--- src/rtl/serial_paralelo_align_pkg.sv ---
// serial_paralelo_align_pkg: shared constants and FSM encoding for the serial byte aligner.
`default_nettype none

package serial_paralelo_align_pkg;

   localparam logic [7:0] COM_SYMBOL_DEFAULT = 8'hBC;
   localparam int         BIT_CNT_W          = 3;

   typedef enum logic [1:0] {
      HUNT   = 2'b00,
      COUNT  = 2'b01,
      ACTIVE = 2'b10
   } state_t;

endpackage

`default_nettype wire

--- src/rtl/serial_paralelo_align_com_detector.sv ---
// com_detector: serial shift register plus comparison of the candidate byte against COM_SYMBOL.
`default_nettype none

module com_detector
   import serial_paralelo_align_pkg::*;
#(
   parameter logic [7:0] COM_SYMBOL = COM_SYMBOL_DEFAULT
) (
   input  logic       clk_8f,
   input  logic       reset,
   input  logic       data_serial_in,
   output logic [7:0] candidate,
   output logic       com_match
);

   // Only seven history bits are needed; the eighth is the live input bit.
   logic [6:0] sr_q;
   logic [6:0] sr_d;

   always_comb begin
      sr_d = {sr_q[5:0], data_serial_in};
   end

   always_ff @(posedge clk_8f or negedge reset) begin
      if (!reset) begin
         sr_q <= 7'd0;
      end else begin
         sr_q <= sr_d;
      end
   end

   assign candidate = {sr_q, data_serial_in};
   assign com_match = (candidate == COM_SYMBOL);

endmodule

`default_nettype wire

--- src/rtl/serial_paralelo_align.sv ---
// serial_paralelo_align: locks byte boundaries on a serial lane using repeated COM symbols, then deserializes.
`default_nettype none

module serial_paralelo_align
   import serial_paralelo_align_pkg::*;
#(
   parameter logic [7:0] COM_SYMBOL  = COM_SYMBOL_DEFAULT,
   parameter int         ALIGN_COUNT = 4
) (
   input  logic       clk_8f,
   input  logic       reset,
   input  logic       data_serial_in,
   output logic [7:0] data_out,
   output logic       valid_out,
   output logic       byte_strobe,
   output logic       active
);

   localparam logic [2:0] ALIGN_CNT = 3'(ALIGN_COUNT);

   logic [7:0]           candidate;
   logic                 com_match;
   logic                 boundary;

   state_t               state_q,   state_d;
   logic [BIT_CNT_W-1:0] bit_cnt_q, bit_cnt_d;
   logic [2:0]           com_cnt_q, com_cnt_d;
   logic [7:0]           data_q,    data_d;
   logic                 valid_q,   valid_d;
   logic                 strobe_q,  strobe_d;

   com_detector #(
      .COM_SYMBOL (COM_SYMBOL)
   ) u_com_detector (
      .clk_8f         (clk_8f),
      .reset          (reset),
      .data_serial_in (data_serial_in),
      .candidate      (candidate),
      .com_match      (com_match)
   );

   assign boundary = (bit_cnt_q == '1);

   always_comb begin
      state_d   = state_q;
      bit_cnt_d = bit_cnt_q + 1'b1;
      com_cnt_d = com_cnt_q;
      data_d    = data_q;
      valid_d   = valid_q;
      strobe_d  = 1'b0;

      case (state_q)
         HUNT: begin
            // A match here defines the byte phase, overriding any counter wrap.
            if (com_match) begin
               bit_cnt_d = '0;
               com_cnt_d = 3'd1;
               state_d   = (ALIGN_COUNT == 1) ? ACTIVE : COUNT;
            end
         end
         COUNT: begin
            if (boundary) begin
               if (com_match) begin
                  if (com_cnt_q < ALIGN_CNT) begin
                     com_cnt_d = com_cnt_q + 3'd1;
                  end
                  if (com_cnt_q + 3'd1 >= ALIGN_CNT) begin
                     state_d = ACTIVE;
                  end
               end else begin
                  com_cnt_d = 3'd0;
                  state_d   = HUNT;
               end
            end
         end
         ACTIVE: begin
            if (boundary) begin
               strobe_d = 1'b1;
               if (com_match) begin
                  valid_d = 1'b0;
               end else begin
                  data_d  = candidate;
                  valid_d = 1'b1;
               end
            end
         end
         default: begin
            state_d = HUNT;
         end
      endcase
   end

   always_ff @(posedge clk_8f or negedge reset) begin
      if (!reset) begin
         state_q   <= HUNT;
         bit_cnt_q <= '0;
         com_cnt_q <= 3'd0;
         data_q    <= 8'h00;
         valid_q   <= 1'b0;
         strobe_q  <= 1'b0;
      end else begin
         state_q   <= state_d;
         bit_cnt_q <= bit_cnt_d;
         com_cnt_q <= com_cnt_d;
         data_q    <= data_d;
         valid_q   <= valid_d;
         strobe_q  <= strobe_d;
      end
   end

   assign data_out    = data_q;
   assign valid_out   = valid_q;
   assign byte_strobe = strobe_q;
   assign active      = (state_q == ACTIVE);

endmodule

`default_nettype wire
--- config.mk ---
export PLATFORM = sky130hd
export DESIGN_NAME = serial_paralelo_align
export DESIGN_NICKNAME = d
export VERILOG_FILES = /design/src/rtl/serial_paralelo_align_pkg.sv /design/src/rtl/serial_paralelo_align_com_detector.sv /design/src/rtl/serial_paralelo_align.sv
export SDC_FILE = /design/constraint.sdc
export NUM_CORES = 1
export LEC_CHECK = 0
export ABC_CLOCK_PERIOD_IN_PS = 1450
export CAP_MARGIN = 5
export CORE_MARGIN = 2
export CORE_UTILIZATION = 38
export CTS_CLUSTER_SIZE = 12
export DETAILED_ROUTE_END_ITERATION = 16
export GPL_TIMING_DRIVEN = 0
export PLACE_DENSITY = 0.61
export SYNTH_ARGS = -nofsm -noshare
export SYNTH_HDL_FRONTEND = slang
export SYNTH_SLANG_ARGS = --single-unit
--- constraint.sdc ---
create_clock -name clk_8f -period 1.45 [get_ports clk_8f]
set_input_delay 0.2175 -clock clk_8f [delete_from_list [all_inputs] [get_ports clk_8f]]
set_output_delay 0.2175 -clock clk_8f [all_outputs]
set_load 0.03 [all_outputs]
== After elaboration in Yosys (flattened, before gate mapping) ==
Cells that the tools add are included.
W data, S select, Z words.

* Register bits: 25
* Word-level logic and storage cells: 42
* Input bits: 3
* Output and inout port bits: 11

* Order comparisons: 2
* Multiplexer cells: 15
* Eq/ne operators: 8
* Reduce and logical (&&, ||, !) cells: 6
* Bitwise operators: 2
* $add $sub $neg: 2

{| class="wikitable"
|+ Operator list
! operator !! count
|-
| $mux W3 || 6
|-
| $eq A8 B8 Y1 const B || 1
|-
| $mux W2 || 4
|-
| $reduce_and A4 Y1 || 2
|-
| $add A3 B1 Y3 const B || 2
|-
| $ne A3 B3 Y1 const B || 2
|-
| $pmux W2 S3 || 1
|-
| $pmux W3 S2 || 1
|-
| $ne A2 B2 Y1 const B || 2
|-
| $eq A3 B3 Y1 const B || 1
|-
| $ge A3 B3 Y1 const B || 1
|-
| $lt A3 B3 Y1 const B || 1
|-
| $mux W1 || 3
|-
| $reduce_and A3 Y1 || 1
|-
| $eq A2 B1 Y1 const B || 1
|-
| $eq A2 B2 Y1 const B || 1
|-
| $logic_not A2 Y1 || 1
|-
| $not A1 Y1 || 2
|-
| $reduce_and A2 Y1 || 1
|-
| $reduce_bool A2 Y1 || 1
|}

== Logic depth before layout (Yosys ltp) ==
* Depth after elaboration: 6
* Mapped depth: 5
* Mapped depth without buffers: 5

== Cells and area by module ==
A second synthesis with hierarchy kept.

* Cells, all modules: 72
* Area, all modules: 985.9 um^2

{| class="wikitable"
|+ Modules (own cells, without submodules)
! module !! cells each !! area an instance (um^2) !! seq. area each (um^2) !! instances
|-
| serial_paralelo_align || 61 || 778.2 || 450.4 || 1
|-
| com_detector || 11 || 207.7 || 175.2 || 1
|}

== Worst setup path after synthesis ==
OpenSTA, ideal clock, no wires.

* Path kind: register to register
* Start: register bit_cnt_q[0]
* End: register data_q[0], in the netlist data_out[0]
* Stages on the path, launching flop included: 6
* Buffers on the path: 0
* Required time: 1.325 ns
* Setup slack: -0.146 ns
* Data arrival time: 1.471 ns
* Cell sequence: dfrtp_1 ha_1 ha_1 nand3b_1 a21oi_4 mux2_2

* Cells in the longest elaborated chain, start to end: 2

{| class="wikitable"
|+ RTL lines
! item !! line !! RTL
|-
| start, declared || serial_paralelo_align.sv:26 || <nowiki>logic [BIT_CNT_W-1:0] bit_cnt_q, bit_cnt_d;</nowiki>
|-
| start signal, assigned || serial_paralelo_align.sv:103 || <nowiki>bit_cnt_q <= bit_cnt_d;</nowiki>
|-
| $eq A3 B3 Y1 || serial_paralelo_align.sv:42 || <nowiki>assign boundary = (bit_cnt_q == '1);</nowiki>
|-
| $reduce_and A3 Y1 (no source line) || n/a ||
|-
| end signal, assigned || serial_paralelo_align.sv:105 || <nowiki>data_q <= data_d;</nowiki>
|-
| end, declared || serial_paralelo_align.sv:28 || <nowiki>logic [7:0] data_q, data_d;</nowiki>
|}

Every way passes these cells.
A chain may end at the register's enable or synchronous reset.

== Final worst setup path ==
Ends and elaborated chain as after synthesis.

==> summary.txt <==
Power
  • Pwr/cell area: 954 mW/mm2
  • Post-layout total power: 1.27 mW
  • Maximum vdd drop: 0.852 mV
  • Leak pwr: 0.610 nW

Worst setup path
  • Instance count on the critical path: 6
  • Critical-path cell list: ha_2 -> ha_4 -> nand3b_1 -> a21oi_4 -> buf_12 -> mux2_2
  • Required time at the endpoint of the critical path: 1.67 ns
  • Kind of cell with the highest combined delay on the critical path: flip-flops
  • Setup crit end: data_out[0]
  • Buffers plus inverters on the worst setup path: 1
  • Worst r2r dst: data_out[0]
  • Reg2Reg Setup Slack: -0.13 ns
  • Worst reg2reg path startpoint: bit_cnt_q[0]
  • Launching element of the worst setup path: bit_cnt_q[0]
  • Element type at the critical path end: flip-flop
  • Worst EP arrival: 1.80 ns
  • Startpoint Class: flip-flop
  • Maximum single-stage delay on the critical path: 0.38 ns
  • Type of the worst setup path: flip-flop to flip-flop
  • Max Fanout on Critical Path: 9
  • Slowest stage cell, crit path: sky130_fd_sc_hd__dfrtp_1
  • Length in cells of the worst reg-to-reg path: 6

Global routing
  • GRT met1 Usage: 0.172
  • Antenna violations before repair: 0
  • Global-route met2 utilization: 0.214
  • Largest net degree at the start of global routing: 26
  • Via count of the first global-routing pass: 729
  • GRT Residual Overflow: 0
  • Layer carrying the most global-route usage: met2
  • Fraction of met3 tracks used by global routing: 0.0484
  • Overall fraction of global-route tracks in use: 0.133
  • Global-route wire length before repair: 3.39 mm

Placement
  • Final weighted congestion of routability-driven global placement: 0.679
  • Post-DP HPWL: 1.19 mm
  • Post-placement cell area: 0.00123 mm2
  • Number of buffer cells added on primary ports: 13
  • Worst slack at placement: -0.525 ns

Yosys
  • Top cells by area in the synthesized netlist: sky130_fd_sc_hd__dfrtp_1 60%, sky130_fd_sc_hd__mux2_2 8.6%, sky130_fd_sc_hd__ha_1 3.6%, sky130_fd_sc_hd__o31a_1 1.7%, sky130_fd_sc_hd__a21oi_4 1.6%
  • Count of different cell masters after synthesis: 33
  • Cell type with the highest aggregate area in the netlist: sky130_fd_sc_hd__dfrtp_1
  • Area fraction of the dominant cell type after synthesis: 0.598
  • Count of warnings emitted by yosys: 0
  • Post-Synthesis Net Count: 82
  • Cells after Synth: 76
  • Average cell area after synthesis: 13.8 um2
  • Synthesized flop and latch total: 25
  • Netlist Area Pre-Place: 0.00105 mm2
  • Sequential cell area fraction in the yosys report: 0.598

STA
  • Final Critical Period: 1.58 ns
  • Worst slew margin relative to its limit: 0.734
  • Final Hold Vio Count: 0
  • Measured slew at the worst slew-check pin: 0.397 ns
  • Count of pins over their slew limit: 0
  • Final Cycle Share: 1.09
  • Final setup violating endpoints: 10
  • Post-layout worst setup margin: -0.128 ns
  • Maximum achievable frequency: 634 MHz
  • Unrepaired setup endpoints after global routing: true
  • Clk_skew: 0.00153 ns

Final layout
  • Total Nets Final: 103
  • Diode insertion count for antenna repair: 0
  • Final design area excluding fillers: 0.00133 mm2
  • Fraction of final layout cells with drive strength greater than 1: 0.313
  • Post-Route Utilization: 0.494
  • Most frequent cells in the layout: 25 x sky130_fd_sc_hd__dfrtp_1, 10 x sky130_fd_sc_hd__dlygate4sd2_1, 8 x sky130_fd_sc_hd__mux2_2, 4 x sky130_fd_sc_hd__buf_4
  • Fillers: 247
  • Most common cell after layout, fill and taps aside: sky130_fd_sc_hd__dfrtp_1
  • Layout Area Growth over Synthesis: 26.8%

Clock network
  • Clock insertion delay at the later pin of the skew report: 0.32 ns
  • Cell chosen for the clock root: sky130_fd_sc_hd__clkbuf_4
  • CTS clock-pin slew for the worst setup and hold paths: 0.14 ns
  • Clock sinks: 25
  • H-tree depth reported by CTS: 1
  • Post-CTS Hold Fix Bufs: 0
  • CTS Buf Count: 3
  • TritonCTS clock tree: yes
  • CTS max path bufs: 2

Drt
  • DR vias/cell: 5.38
  • Routed len/inst: 14.9 um
  • Number of detailed-route iterations in the first pass: 3
  • DRC Markers: 0
  • Via count: 683
  • Drt total wl: 1.89 mm
  • Initial detailed-routing violation count: 8
  • Number of nets with antenna violations after detailed routing: 0

Worst hold path
  • Worst hold path type: input port to asynchronous set/reset pin

Die
  • Width of the die: 56.5 um
  • Starting Density: 0.389
  • DIE AREA: 0.00319 mm2
  • Number of top-level pins: 14
  • Core area: 0.00269 mm2
  • Site Rows: 19
  • Height of the die: 56.5 um

Outcome
  • Violations in the final reports: negative setup slack
  • Status: complete, but fails checks

Run
  • Max-Cap Viols: 0
report_power, final:
| part | total (mW) | internal [mW] | switching [mW] |
|---|---|---|---|
| Combinational | 0.164 | 0.0831 | 0.0805 |
| Clock | 0.317 | 0.105 | 0.211 |
| Sequential | 0.785 | 0.752 | 0.0328 |
repair_timing:
item                       CTS  global route
gates resized for setup     23             2
pin swaps                    3             1
buffers inserted             4             0
setup endpoints to repair   20            12
sequential cells by signal, indices dropped and copies added (netlist names):
name and cells:
u_com_detector.sr_q 7, bit_cnt_q 3, byte_strobe 1, data_out 8, valid_out 1, com_cnt_q 3, state_q 2
worst reg2reg max path, cell delays in order (launching register included):
cell and delay [ns]:
sky130_fd_sc_hd__dfrtp_1 0.38, sky130_fd_sc_hd__ha_2 0.20, sky130_fd_sc_hd__ha_4 0.14, sky130_fd_sc_hd__nand3b_1 0.14, sky130_fd_sc_hd__a21oi_4 0.17, sky130_fd_sc_hd__buf_12 0.14, sky130_fd_sc_hd__mux2_2 0.33
cells in the mapped netlist, drive strengths merged:
library cell,instances
nand2b,2
clkbuf,3
inv,4
a311oi,1
mux2,8
a41oi,1
a22oi,1
a41o,1
a21oi,2
nor4b,1
o211ai,2
buf,1
o21ai,1
o311ai,2
o31a,2
ha,3
nor4bb,1
a31oi,1
xnor2,1
a21o,2
dfrtp,25
o2111ai,1
nor2,2
and2,3
nand2,1
nand3b,2
and4bb,1
and4b,1
worst min path at each step:
| stage | to | slack [ns] | start |
|---|---|---|---|
| after detailed placement | u_com_detector.sr_q[6] | 0.38 | u_com_detector.sr_q[5] |
| final | data_out[7] | 0.17 | reset |
| after global routing | data_out[7] | 0.17 | reset |
| after CTS | u_com_detector.sr_q[0] | 0.37 | data_serial_in |
| after global placement | u_com_detector.sr_q[1] | 0.38 | u_com_detector.sr_q[0] |
| after floorplan | bit_cnt_q[0] | -0.08 | reset |
per-stage QoR:
| stage | setup TNS (ns) | hold slack, ns | instances |
|---|---|---|---|
| floorplan | -0.688 | -0.0781 | 76 |
| global placement | -9.80 | 0.383 | 120 |
| detailed placement | -10.03 | 0.381 | 120 |
| CTS | -0.981 | 0.369 | 127 |
| global route | -1.52 | 0.166 | 127 |
| finish | -1.07 | 0.170 | 127 |
logic make-up (layout without fill, tap and decap cells):
logic type,Yosys count,count (layout),share of synthesized area
buffers and inverters,8,28,0.0383
adder cells (fa/ha/maj),3,3,0.0359
multiplexers,8,8,0.0861
AND/OR/NAND/NOR,14,14,0.0969
AO/OA/AOI/OAI,17,17,0.136
flip-flops,25,25,0.598
XOR/XNOR,1,1,0.00837
cell type report:
cell class / count / area (um2) / area share
Sequential cell: 25 / 626 / 0.472
Clock inverter: 1 / 7.51 / 0.00566
Buffer: 2 / 18.8 / 0.0142
Clock buffer: 3 / 22.5 / 0.0170
Multi-Input combinational cell: 43 / 409 / 0.308
Tap cell: 31 / 38.8 / 0.0292
Timing Repair Buffer: 18 / 189 / 0.142
Inverter: 4 / 15.0 / 0.0113
metal layers:
metal  up-vias  share of wire
li1        324              -
met1       345           0.47
met2        12           0.48
met3         2          0.046
met4         0         0.0079
met5         -              0
Power figures use the tool's default switching activity.
